File: src/rtl/jtkunio_rom_arb.sv
// -----------------------------------------------------------------------------
// jtkunio_rom_arb
//
// Purpose:
//   Shares one downstream ROM port between three graphics requesters
//   (object, scroll, character). A request is cs high with a stable address.
//   The arbiter grants one requester at a time, adds that requester's address
//   offset, waits for rom_ok and then latches rom_data into that requester's
//   data register. The requester's ok stays high while its cs and address
//   still match the served access.
//
// Ports:
//   rst               asynchronous active-high reset
//   clk               clock
//   obj_cs/obj_addr   object request (18-bit address)   -> obj_ok/obj_data
//   scr_cs/scr_addr   scroll request (17-bit address)   -> scr_ok/scr_data
//   chr_cs/chr_addr   character request (14-bit address) -> chr_ok/chr_data
//   rom_cs/rom_addr   downstream request, 20-bit address
//   rom_data/rom_ok   downstream read data and data valid
//
// Parameters:
//   OBJ_OFFSET, SCR_OFFSET, CHR_OFFSET  20-bit offsets added to each
//   requester's zero-extended address (sum wraps at 20 bits).
//
// Build option:
//   JTKUNIO_ROMARB_RR_EN  when defined, arbitration is round-robin (search
//   starts after the last granted requester). Otherwise fixed priority
//   obj > scr > chr and no pointer register is built.
// -----------------------------------------------------------------------------
module jtkunio_rom_arb #(
  parameter logic [19:0] OBJ_OFFSET = 20'h00000,
  parameter logic [19:0] SCR_OFFSET = 20'h40000,
  parameter logic [19:0] CHR_OFFSET = 20'h60000
) (
  input  logic        rst,
  input  logic        clk,
  // object requester
  input  logic        obj_cs,
  input  logic [17:0] obj_addr,
  output logic        obj_ok,
  output logic [31:0] obj_data,
  // scroll requester
  input  logic        scr_cs,
  input  logic [16:0] scr_addr,
  output logic        scr_ok,
  output logic [31:0] scr_data,
  // character requester
  input  logic        chr_cs,
  input  logic [13:0] chr_addr,
  output logic        chr_ok,
  output logic [31:0] chr_data,
  // downstream ROM
  output logic        rom_cs,
  output logic [19:0] rom_addr,
  input  logic [31:0] rom_data,
  input  logic        rom_ok
);

  localparam int NREQ = 3;

  typedef enum logic {
    ST_IDLE = 1'b0,
    ST_WAIT = 1'b1
  } state_t;

  genvar gi;

  // Requesters gathered into index form: 0 = obj, 1 = scr, 2 = chr.
  logic [NREQ-1:0] req_cs;
  logic [17:0]     req_addr [NREQ];
  logic [19:0]     req_ofs  [NREQ];

  assign req_cs      = {chr_cs, scr_cs, obj_cs};
  assign req_addr[0] = obj_addr;
  assign req_addr[1] = {1'b0, scr_addr};
  assign req_addr[2] = {4'd0, chr_addr};
  assign req_ofs[0]  = OBJ_OFFSET;
  assign req_ofs[1]  = SCR_OFFSET;
  assign req_ofs[2]  = CHR_OFFSET;

  // FSM and access registers
  state_t      state_q, state_d;
  logic        rom_cs_q, rom_cs_d;
  logic [19:0] rom_addr_q, rom_addr_d;
  logic [1:0]  gnt_idx_q, gnt_idx_d;    // requester owning the current access
  logic [17:0] gnt_addr_q, gnt_addr_d;  // address the current access was issued for
  logic        armed_q, armed_d;        // low during the rom_ok ignore cycle

  logic [NREQ-1:0] ok;
  logic [NREQ-1:0] pending;
  logic [NREQ-1:0] latch;
  logic [31:0]     data_o [NREQ];

  // Grant selection
  logic        gnt_valid;
  logic [1:0]  gnt_idx;
  logic [17:0] sel_addr;
  logic [19:0] sel_ofs;

  // Currently granted requester view
  logic        cur_cs;
  logic [17:0] cur_addr;
  logic [19:0] cur_ofs;
  logic        cur_moved;

  // A requester already holding valid data for its current address is not
  // asking for anything new.
  assign pending = req_cs & ~ok;

  // ---------------------------------------------------------------------------
  // Per-requester served flag, served address and data register
  // ---------------------------------------------------------------------------
  generate
    for (gi = 0; gi < NREQ; gi++) begin : g_req
      logic        served_q, served_d;
      logic [17:0] saddr_q, saddr_d;
      logic [31:0] data_q, data_d;
      logic        addr_match;

      assign addr_match = (req_addr[gi] == saddr_q);
      assign ok[gi]     = served_q & req_cs[gi] & addr_match;
      assign data_o[gi] = data_q;

      always_comb begin
        // Served status evaporates as soon as cs drops or the address moves.
        served_d = served_q & req_cs[gi] & addr_match;
        saddr_d  = saddr_q;
        data_d   = data_q;
        if (latch[gi]) begin
          served_d = 1'b1;
          saddr_d  = req_addr[gi];
          data_d   = rom_data;
        end
      end

      always_ff @(posedge clk or posedge rst) begin
        if (rst) begin
          served_q <= 1'b0;
          saddr_q  <= '0;
          data_q   <= '0;
        end else begin
          served_q <= served_d;
          saddr_q  <= saddr_d;
          data_q   <= data_d;
        end
      end
    end
  endgenerate

  // ---------------------------------------------------------------------------
  // Arbitration
  // ---------------------------------------------------------------------------
`ifdef JTKUNIO_ROMARB_RR_EN
  logic [1:0] ptr_q, ptr_d;  // index of the last granted requester

  function automatic logic [1:0] next_idx(input logic [1:0] i);
    return (i == 2'd2) ? 2'd0 : i + 2'd1;
  endfunction

  always_comb begin
    logic [1:0] cand;
    gnt_valid = 1'b0;
    gnt_idx   = 2'd0;
    cand      = ptr_q;
    for (int k = 0; k < NREQ; k++) begin
      cand = next_idx(cand);
      if (!gnt_valid && pending[cand]) begin
        gnt_valid = 1'b1;
        gnt_idx   = cand;
      end
    end
  end

  always_comb begin
    ptr_d = ptr_q;
    if (state_q == ST_IDLE && gnt_valid) ptr_d = gnt_idx;
  end

  always_ff @(posedge clk or posedge rst) begin
    if (rst) ptr_q <= 2'd0;
    else     ptr_q <= ptr_d;
  end
`else
  always_comb begin
    gnt_valid = |pending;
    gnt_idx   = 2'd0;
    if (pending[0])      gnt_idx = 2'd0;
    else if (pending[1]) gnt_idx = 2'd1;
    else if (pending[2]) gnt_idx = 2'd2;
  end
`endif

  always_comb begin
    sel_addr = req_addr[0];
    sel_ofs  = req_ofs[0];
    case (gnt_idx)
      2'd1: begin sel_addr = req_addr[1]; sel_ofs = req_ofs[1]; end
      2'd2: begin sel_addr = req_addr[2]; sel_ofs = req_ofs[2]; end
      default: ;
    endcase
  end

  always_comb begin
    cur_cs   = req_cs[0];
    cur_addr = req_addr[0];
    cur_ofs  = req_ofs[0];
    case (gnt_idx_q)
      2'd1: begin cur_cs = req_cs[1]; cur_addr = req_addr[1]; cur_ofs = req_ofs[1]; end
      2'd2: begin cur_cs = req_cs[2]; cur_addr = req_addr[2]; cur_ofs = req_ofs[2]; end
      default: ;
    endcase
  end

  assign cur_moved = (cur_addr != gnt_addr_q);

  // ---------------------------------------------------------------------------
  // FSM: state register
  // ---------------------------------------------------------------------------
  always_ff @(posedge clk or posedge rst) begin
    if (rst) begin
      state_q    <= ST_IDLE;
      rom_cs_q   <= 1'b0;
      rom_addr_q <= '0;
      gnt_idx_q  <= 2'd0;
      gnt_addr_q <= '0;
      armed_q    <= 1'b0;
    end else begin
      state_q    <= state_d;
      rom_cs_q   <= rom_cs_d;
      rom_addr_q <= rom_addr_d;
      gnt_idx_q  <= gnt_idx_d;
      gnt_addr_q <= gnt_addr_d;
      armed_q    <= armed_d;
    end
  end

  // ---------------------------------------------------------------------------
  // FSM: next state
  // ---------------------------------------------------------------------------
  always_comb begin
    state_d = state_q;
    case (state_q)
      ST_IDLE: if (gnt_valid) state_d = ST_WAIT;
      ST_WAIT: begin
        if (!cur_cs)                   state_d = ST_IDLE;  // requester gave up
        else if (cur_moved)            state_d = ST_WAIT;  // reissue, stay
        else if (armed_q && rom_ok)    state_d = ST_IDLE;  // data delivered
      end
      default: state_d = ST_IDLE;
    endcase
  end

  // ---------------------------------------------------------------------------
  // FSM: outputs and datapath next values
  // ---------------------------------------------------------------------------
  always_comb begin
    rom_cs_d   = rom_cs_q;
    rom_addr_d = rom_addr_q;
    gnt_idx_d  = gnt_idx_q;
    gnt_addr_d = gnt_addr_q;
    armed_d    = armed_q;
    latch      = '0;
    case (state_q)
      ST_IDLE: begin
        if (gnt_valid) begin
          rom_cs_d   = 1'b1;
          rom_addr_d = {2'b00, sel_addr} + sel_ofs;
          gnt_idx_d  = gnt_idx;
          gnt_addr_d = sel_addr;
          armed_d    = 1'b0;
        end
      end
      ST_WAIT: begin
        if (!cur_cs) begin
          rom_cs_d = 1'b0;
        end else if (cur_moved) begin
          // New address while waiting: reissue and reopen the ignore cycle so
          // a rom_ok belonging to the old address cannot be latched.
          rom_addr_d = {2'b00, cur_addr} + cur_ofs;
          gnt_addr_d = cur_addr;
          armed_d    = 1'b0;
        end else if (armed_q && rom_ok) begin
          latch    = 3'b001 << gnt_idx_q;
          rom_cs_d = 1'b0;
        end else begin
          armed_d = 1'b1;
        end
      end
      default: rom_cs_d = 1'b0;
    endcase
  end

  assign rom_cs   = rom_cs_q;
  assign rom_addr = rom_addr_q;
  assign obj_ok   = ok[0];
  assign scr_ok   = ok[1];
  assign chr_ok   = ok[2];
  assign obj_data = data_o[0];
  assign scr_data = data_o[1];
  assign chr_data = data_o[2];

endmodule

File: config.mk
export PLATFORM = sky130hd
export DESIGN_NAME = jtkunio_rom_arb
export DESIGN_NICKNAME = d
export VERILOG_FILES = /design/src/rtl/jtkunio_rom_arb.sv
export SDC_FILE = /design/constraint.sdc
export NUM_CORES = 1
export LEC_CHECK = 0
export ABC_AREA = 1
export CAP_MARGIN = 20
export CORE_ASPECT_RATIO = 0.6
export CORE_MARGIN = 8
export CORE_UTILIZATION = 41
export CTS_CLUSTER_DIAMETER = 50
export DETAILED_ROUTE_END_ITERATION = 12
export PLACE_DENSITY = 0.67
export SYNTH_ARGS = -nofsm -noshare
export SYNTH_HDL_FRONTEND = slang
export SYNTH_SLANG_ARGS = --single-unit
File: constraint.sdc
create_clock -name clk -period 5.9 [get_ports clk]
set_input_delay 0.59 -clock clk [delete_from_list [all_inputs] [get_ports clk]]
set_output_delay 0.59 -clock clk [all_outputs]
set_load 0.1 [all_outputs]
* Word-level counts from Yosys, hierarchy flattened
Cells that the tools add are included.
** Operators by class
- Reductions and logical operators :: 6
- $add $sub $neg :: 2
- Eq/ne operators :: 14
- Shift operators :: 1
- Bitwise operators :: 9
- Mux-type cells :: 38
** Operators by type and width (number)
- one-hot mux 18 bit (2 select lines) :: 3
- one-hot mux 19 bit (2 select lines) :: 2
- two-way mux 20 bit :: 3
- two-way mux 18 bit :: 3
- adder 18 x 20 -> 20 bit :: 2
- one-hot mux 20 bit (2 select lines) :: 1
- == test 18 bit :: 1
- != test 18 bit :: 1
- == test 17 bit :: 1
- two-way mux 1 bit :: 15
- == test 14 bit :: 1
- two-way mux 3 bit :: 4
- AND reduction 3 bit :: 3
- one-hot mux 1 bit (2 select lines) :: 4
- bitwise AND 1 bit :: 6
- two-way mux 2 bit :: 3
- != test 3 bit (second input constant) :: 2
- == test 2 x 1 -> 1 bit (second input constant) :: 2
- == test 2 bit (second input constant) :: 2
- != test 2 x 1 -> 1 bit (second input constant) :: 2
- bitwise AND 3 bit :: 1
- != test 3 x 2 -> 1 bit (second input constant) :: 1
- inverter 3 bit :: 1
- OR reduction 3 bit :: 1
- 5 further kinds :: 5
** Word-level totals
- Word-level logic and storage cells :: 85
- Input port bits :: 87
- Bits in registers :: 191

* Logic depth before layout (Yosys ltp)
- Depth after elaboration :: 12
- Gate-level depth with buffers :: 20
- Gate-level depth less buffers :: 19

* Worst setup path after synthesis
OpenSTA, ideal clock, no wires.
- Kind :: input-to-reg
- Start point :: input obj_addr[15]
- End point :: register rom_addr_q[18], in the netlist rom_addr[18]
- Required time :: 5779 ps
- Data arrival time :: 2719 ps
- Setup slack :: 3061 ps
- Buffers on the path :: 1
- Stages on the path :: 19
- Cells stage by stage :: inv_1 > nand2_1 > o21ai_0 > nor2_1 > nand2_1 > nor2_1 > nand3_1 > a21oi_1 > inv_1 > ha_1 > clkbuf_1 > nand2_1 > inv_1 > ha_1 > ha_1 > nand2_1 > nand2_1 > nand2_1 > nand2_1
** On the way
- Cells in the longest elaborated chain, start to end :: 10
** RTL lines
- start, declared :: line 39 : input logic [17:0] obj_addr,
- == test 18 bit :: line 120 : assign addr_match = (req_addr[gi] == saddr_q);
- bitwise AND 1 bit :: line 121 : assign ok[gi] = served_q & req_cs[gi] & addr_match;
- inverter 3 bit :: line 108 : assign pending = req_cs & ~ok;
- bitwise AND 3 bit :: line 108
- two-way mux 2 bit :: line 187 : if (pending[0]) gnt_idx = 2'd0;
- == test 2 bit or == test 2 x 1 -> 1 bit (tied branches) :: line 196 : case (gnt_idx)
- one-hot mux 18 bit (2 select lines) or one-hot mux 19 bit (2 select lines) (tied branches) :: line 196
- adder 18 x 20 -> 20 bit :: line 267 : rom_addr_d = {2'b00, sel_addr} + sel_ofs;
- two-way mux 20 bit :: line 265 : if (gnt_valid) begin
- one-hot mux 20 bit (2 select lines) :: line 263 : case (state_q)
- end signal, assigned :: line 230 : rom_addr_q <= rom_addr_d;
- end, declared :: line 84 : logic [19:0] rom_addr_q, rom_addr_d;
Several ways; a longest one is shown, not always the timed one. The select of a mux whose other input is x is not followed.
A chain may end at the register's enable or synchronous reset.

* Worst setup path after layout
- Start point :: input scr_addr[5]
- End point :: output scr_ok
** On the way
- Cells in the longest elaborated chain, start to end :: 2
** RTL lines
- start, declared :: line 44 : input logic [16:0] scr_addr,
- == test 17 bit :: line 120
- bitwise AND 1 bit :: line 121
- end, declared :: line 45 : output logic scr_ok,
No other way between the ends.

==> run summary <==
Max-cap violation count: 0
Final min period: 3.879 ns
Overall Power: 4.487 mW
Initial Util: 41.70%
Antenna viol nets, final: 0
Status: completed
R2R Setup Slk: 2.25 ns
Clock share of power: 25.8%
Grt ovf: 0
Clk_lat worst skew: 0.44 ns
Clock transition at path regs: 0.07 ns
Post-DP HPWL: 22.13 mm
Initial antenna violation count: 0
Die outline height: 131.8 um
Setup violators final: 0
Worst path top cell family by delay: buffers and inverters
Rows: 42
Via density: 5.108
Number of H-tree levels: 4
Total I/O pin count: 207
Residual DRC: 0
R2r endpoint: chr_data[24]
CTS buffer count: 17
GRT Util Overall: 21.52%
Global-route wire length before repair: 46.53 mm
Commonest non-fill, non-tap cells in the layout: nand2_1 (413), clkdlybuf4s50_1 (206), dfrtp_1 (174)
CTS tree: done
P_sw: 1.977 mW
Critical Path Start Type: primary input
Sink Count: 174
Slowest Stage Delay on Critical Path: 1.13 ns
Ant. Diodes: 0
Setup crit end kind: output pin
DRT Pass-1 Iters: 5
CP Buf/Inv Count: 4
Area growth from synthesis to layout: 28.39%
Synth warn: 0
Unrepaired setup endpoints after global routing: false
Seq cells post-synth: 174
Worst VDD drop: 0.2520 mV
Final worst slack: 2.021 ns
Setup Crit Path Kind: primary input to output pin
Vias in the first global route: 7947
Layout cells sized above 1: 6.158%
Commonest non-fill, non-tap cell in the layout: nand2_1
Post-CTS Resized: 0
Hold Path Class: flop to flop
Synth Instances: 1188
Routability Congestion: 0.9452
DR iter-0 viols: 816
Final nets: 1448
Fin Setup TNS: 0 ns
CTS Hold Bufs: 0
Pleak: 5.633 nW
Internal power consumption: 2.509 mW
Sw Ratio: 44.07%
Reg2Reg Depth: 13
Mapped Nets: 1284
Setup Fix Bufs, Post-CTS: 0
Clock tree root driver cell: clkbuf_16
Period utilization: 65.74%
Final Skew: 0.006426 ns
Die footprint: 27530 um2
Routed wire length: 29.58 mm
Worst r2r src: gnt_idx_q[0]
FMAX: 0.2578 GHz
Critical path's slowest cell: clkdlybuf4s50_1
Crit path DAT: 3.29 ns
Crit-path max FO: 4
Crit. Startpoint: scr_addr[5]
Crit-path cells: clkdlybuf4s50_1 > inv_1 > nand2_1 > o21ai_0 > nor4_1 > nand3_1 > inv_1 > clkdlybuf4s50_1
Final Hold Viols: 0
Average cell area after synthesis: 7.709 um2
Worst slew pin tran: 1.084 ns
Part of the power in registers: 30.3%
Filler Cell Count: 2091
Clock tree buffer depth: 2
Mapped Area: 9159 um2
Max-slew violations: 0
Critical path depth: 8
Largest net degree at the start of global routing: 100
Required time of the critical path: 5.31 ns
Port-buffer cells: 206
DR WL/cell: 17.93 um
Power per standard cell area: 381.6 nW/um2
Die Width: 209.0 um
Max_slew headroom: 27.50%
Sequential share of the synthesized area: 47.54%
Core area: 21970 um2
Pre-CTS setup slack: 1.990 ns
Crit path capture: scr_ok
Comb pwr share: 43.9%
Vias: 8429
Count of cell types in the netlist: 32
-- power by group through the flow --
stage	clock [mW]	sequential (mW)	combinational [mW]
6_report	1.16	1.36	1.97
5_1_grt	1.23	1.37	2.13
4_1_cts	1.18	1.36	1.96
3_5_place_dp	0	1.38	1.95
3_3_place_gp	0	1.38	1.94
2_1_floorplan	0	1.43	1.49
-- sequential cells by signal (all words and copies together), names as in the netlist, 2 cells and up --
register	flops
g_req.saddr_q	49
chr_data	32
scr_data	32
gnt_idx_q	2
obj_data	32
g_req.served_q	3
rom_addr	20
-- Yosys cell counts, drive strengths merged --
master | n | area (um2)
inv | 138 | 518.0
o22ai | 3 | 18.77
nand3b | 3 | 22.52
nand2 | 413 | 1550
nor3 | 1 | 5.000
nand4 | 10 | 83.83
ha | 9 | 112.6
o2111ai | 3 | 26.28
nor2 | 49 | 198.9
xnor2 | 9 | 78.83
buf | 53 | 446.7
nor4b | 1 | 8.760
nand3 | 65 | 335.3
a22o | 1 | 8.760
dfrtp | 174 | 4354
or2 | 10 | 62.56
xor2 | 9 | 78.83
o211ai | 1 | 7.510
nor4 | 2 | 12.51
a21oi | 31 | 155.2
clkbuf | 20 | 75.07
o21ai | 183 | 998.5
-- metrics by stage --
step           util [%]  instance area [um2]  std cells  hold WS, ns
2_1_floorplan         -                 9159       1188       0.4588
3_3_place_gp      50.81                11160       1619       0.4635
4_1_cts           53.53                11760       1650       0.4852
5_1_grt           53.53                11760       1650       0.4982
3_5_place_dp      50.81                11160       1619       0.4691
6_report          53.53                11760       1650       0.4837
-- worst reg2reg max path, cell delays in order, from the launching register on --
cell and delay (ns):
dfrtp_1 0.38, inv_1 0.09, ha_1 0.73, inv_2 0.24
nand2_1 0.15, xor2_1 0.16, nand3_1 0.16, nor2_1 0.24
nand3_1 0.17, nor2_4 0.32, nand4_4 0.12, buf_4 0.45
nand2_1 0.19, o21ai_0 0.09
-- worst min path at each step --
stage / start / end / slack (ns) / cells after the start
finish: chr_data[15] / chr_data[15] / 0.48 / 2
global placement: chr_data[16] / chr_data[16] / 0.46 / 2
CTS: chr_data[14] / chr_data[14] / 0.49 / 2
global route: chr_data[8] / chr_data[8] / 0.50 / 2
floorplan: g_req[1].saddr_q[0] / g_req[1].saddr_q[0] / 0.46 / 2
detailed placement: chr_data[14] / chr_data[14] / 0.47 / 2
-- cell families after synthesis --
logic type / count (synthesis) / synth area share [%]
AO/OA/AOI/OAI: 222 / 13.27
AND/OR/NAND/NOR: 554 / 24.89
buffers and inverters: 211 / 11.35
XOR/XNOR: 18 / 1.721
adder cells (fa/ha/maj): 9 / 1.230
flip-flops: 174 / 47.54
-- layout make-up --
cell class / instances / area [um2] / area share (%)
Clock inverter: 11 / 131.4 / 1.117
Clock buffer: 20 / 466.7 / 3.969
Inverter: 138 / 523.0 / 4.448
Multi-Input combinational cell: 803 / 3774 / 32.09
Tap cell: 286 / 357.8 / 3.043
Sequential cell: 174 / 4354 / 37.03
Timing Repair Buffer: 218 / 2152 / 18.30
-- routing by layer --
metal	global-route usage (%)	part of all wire [%]
met1	31.89	48
met4	4.875	1.4
met3	8.215	11
met2	28.85	40
met5	0	0
No activity file was read; power rests on OpenSTA's default activity.
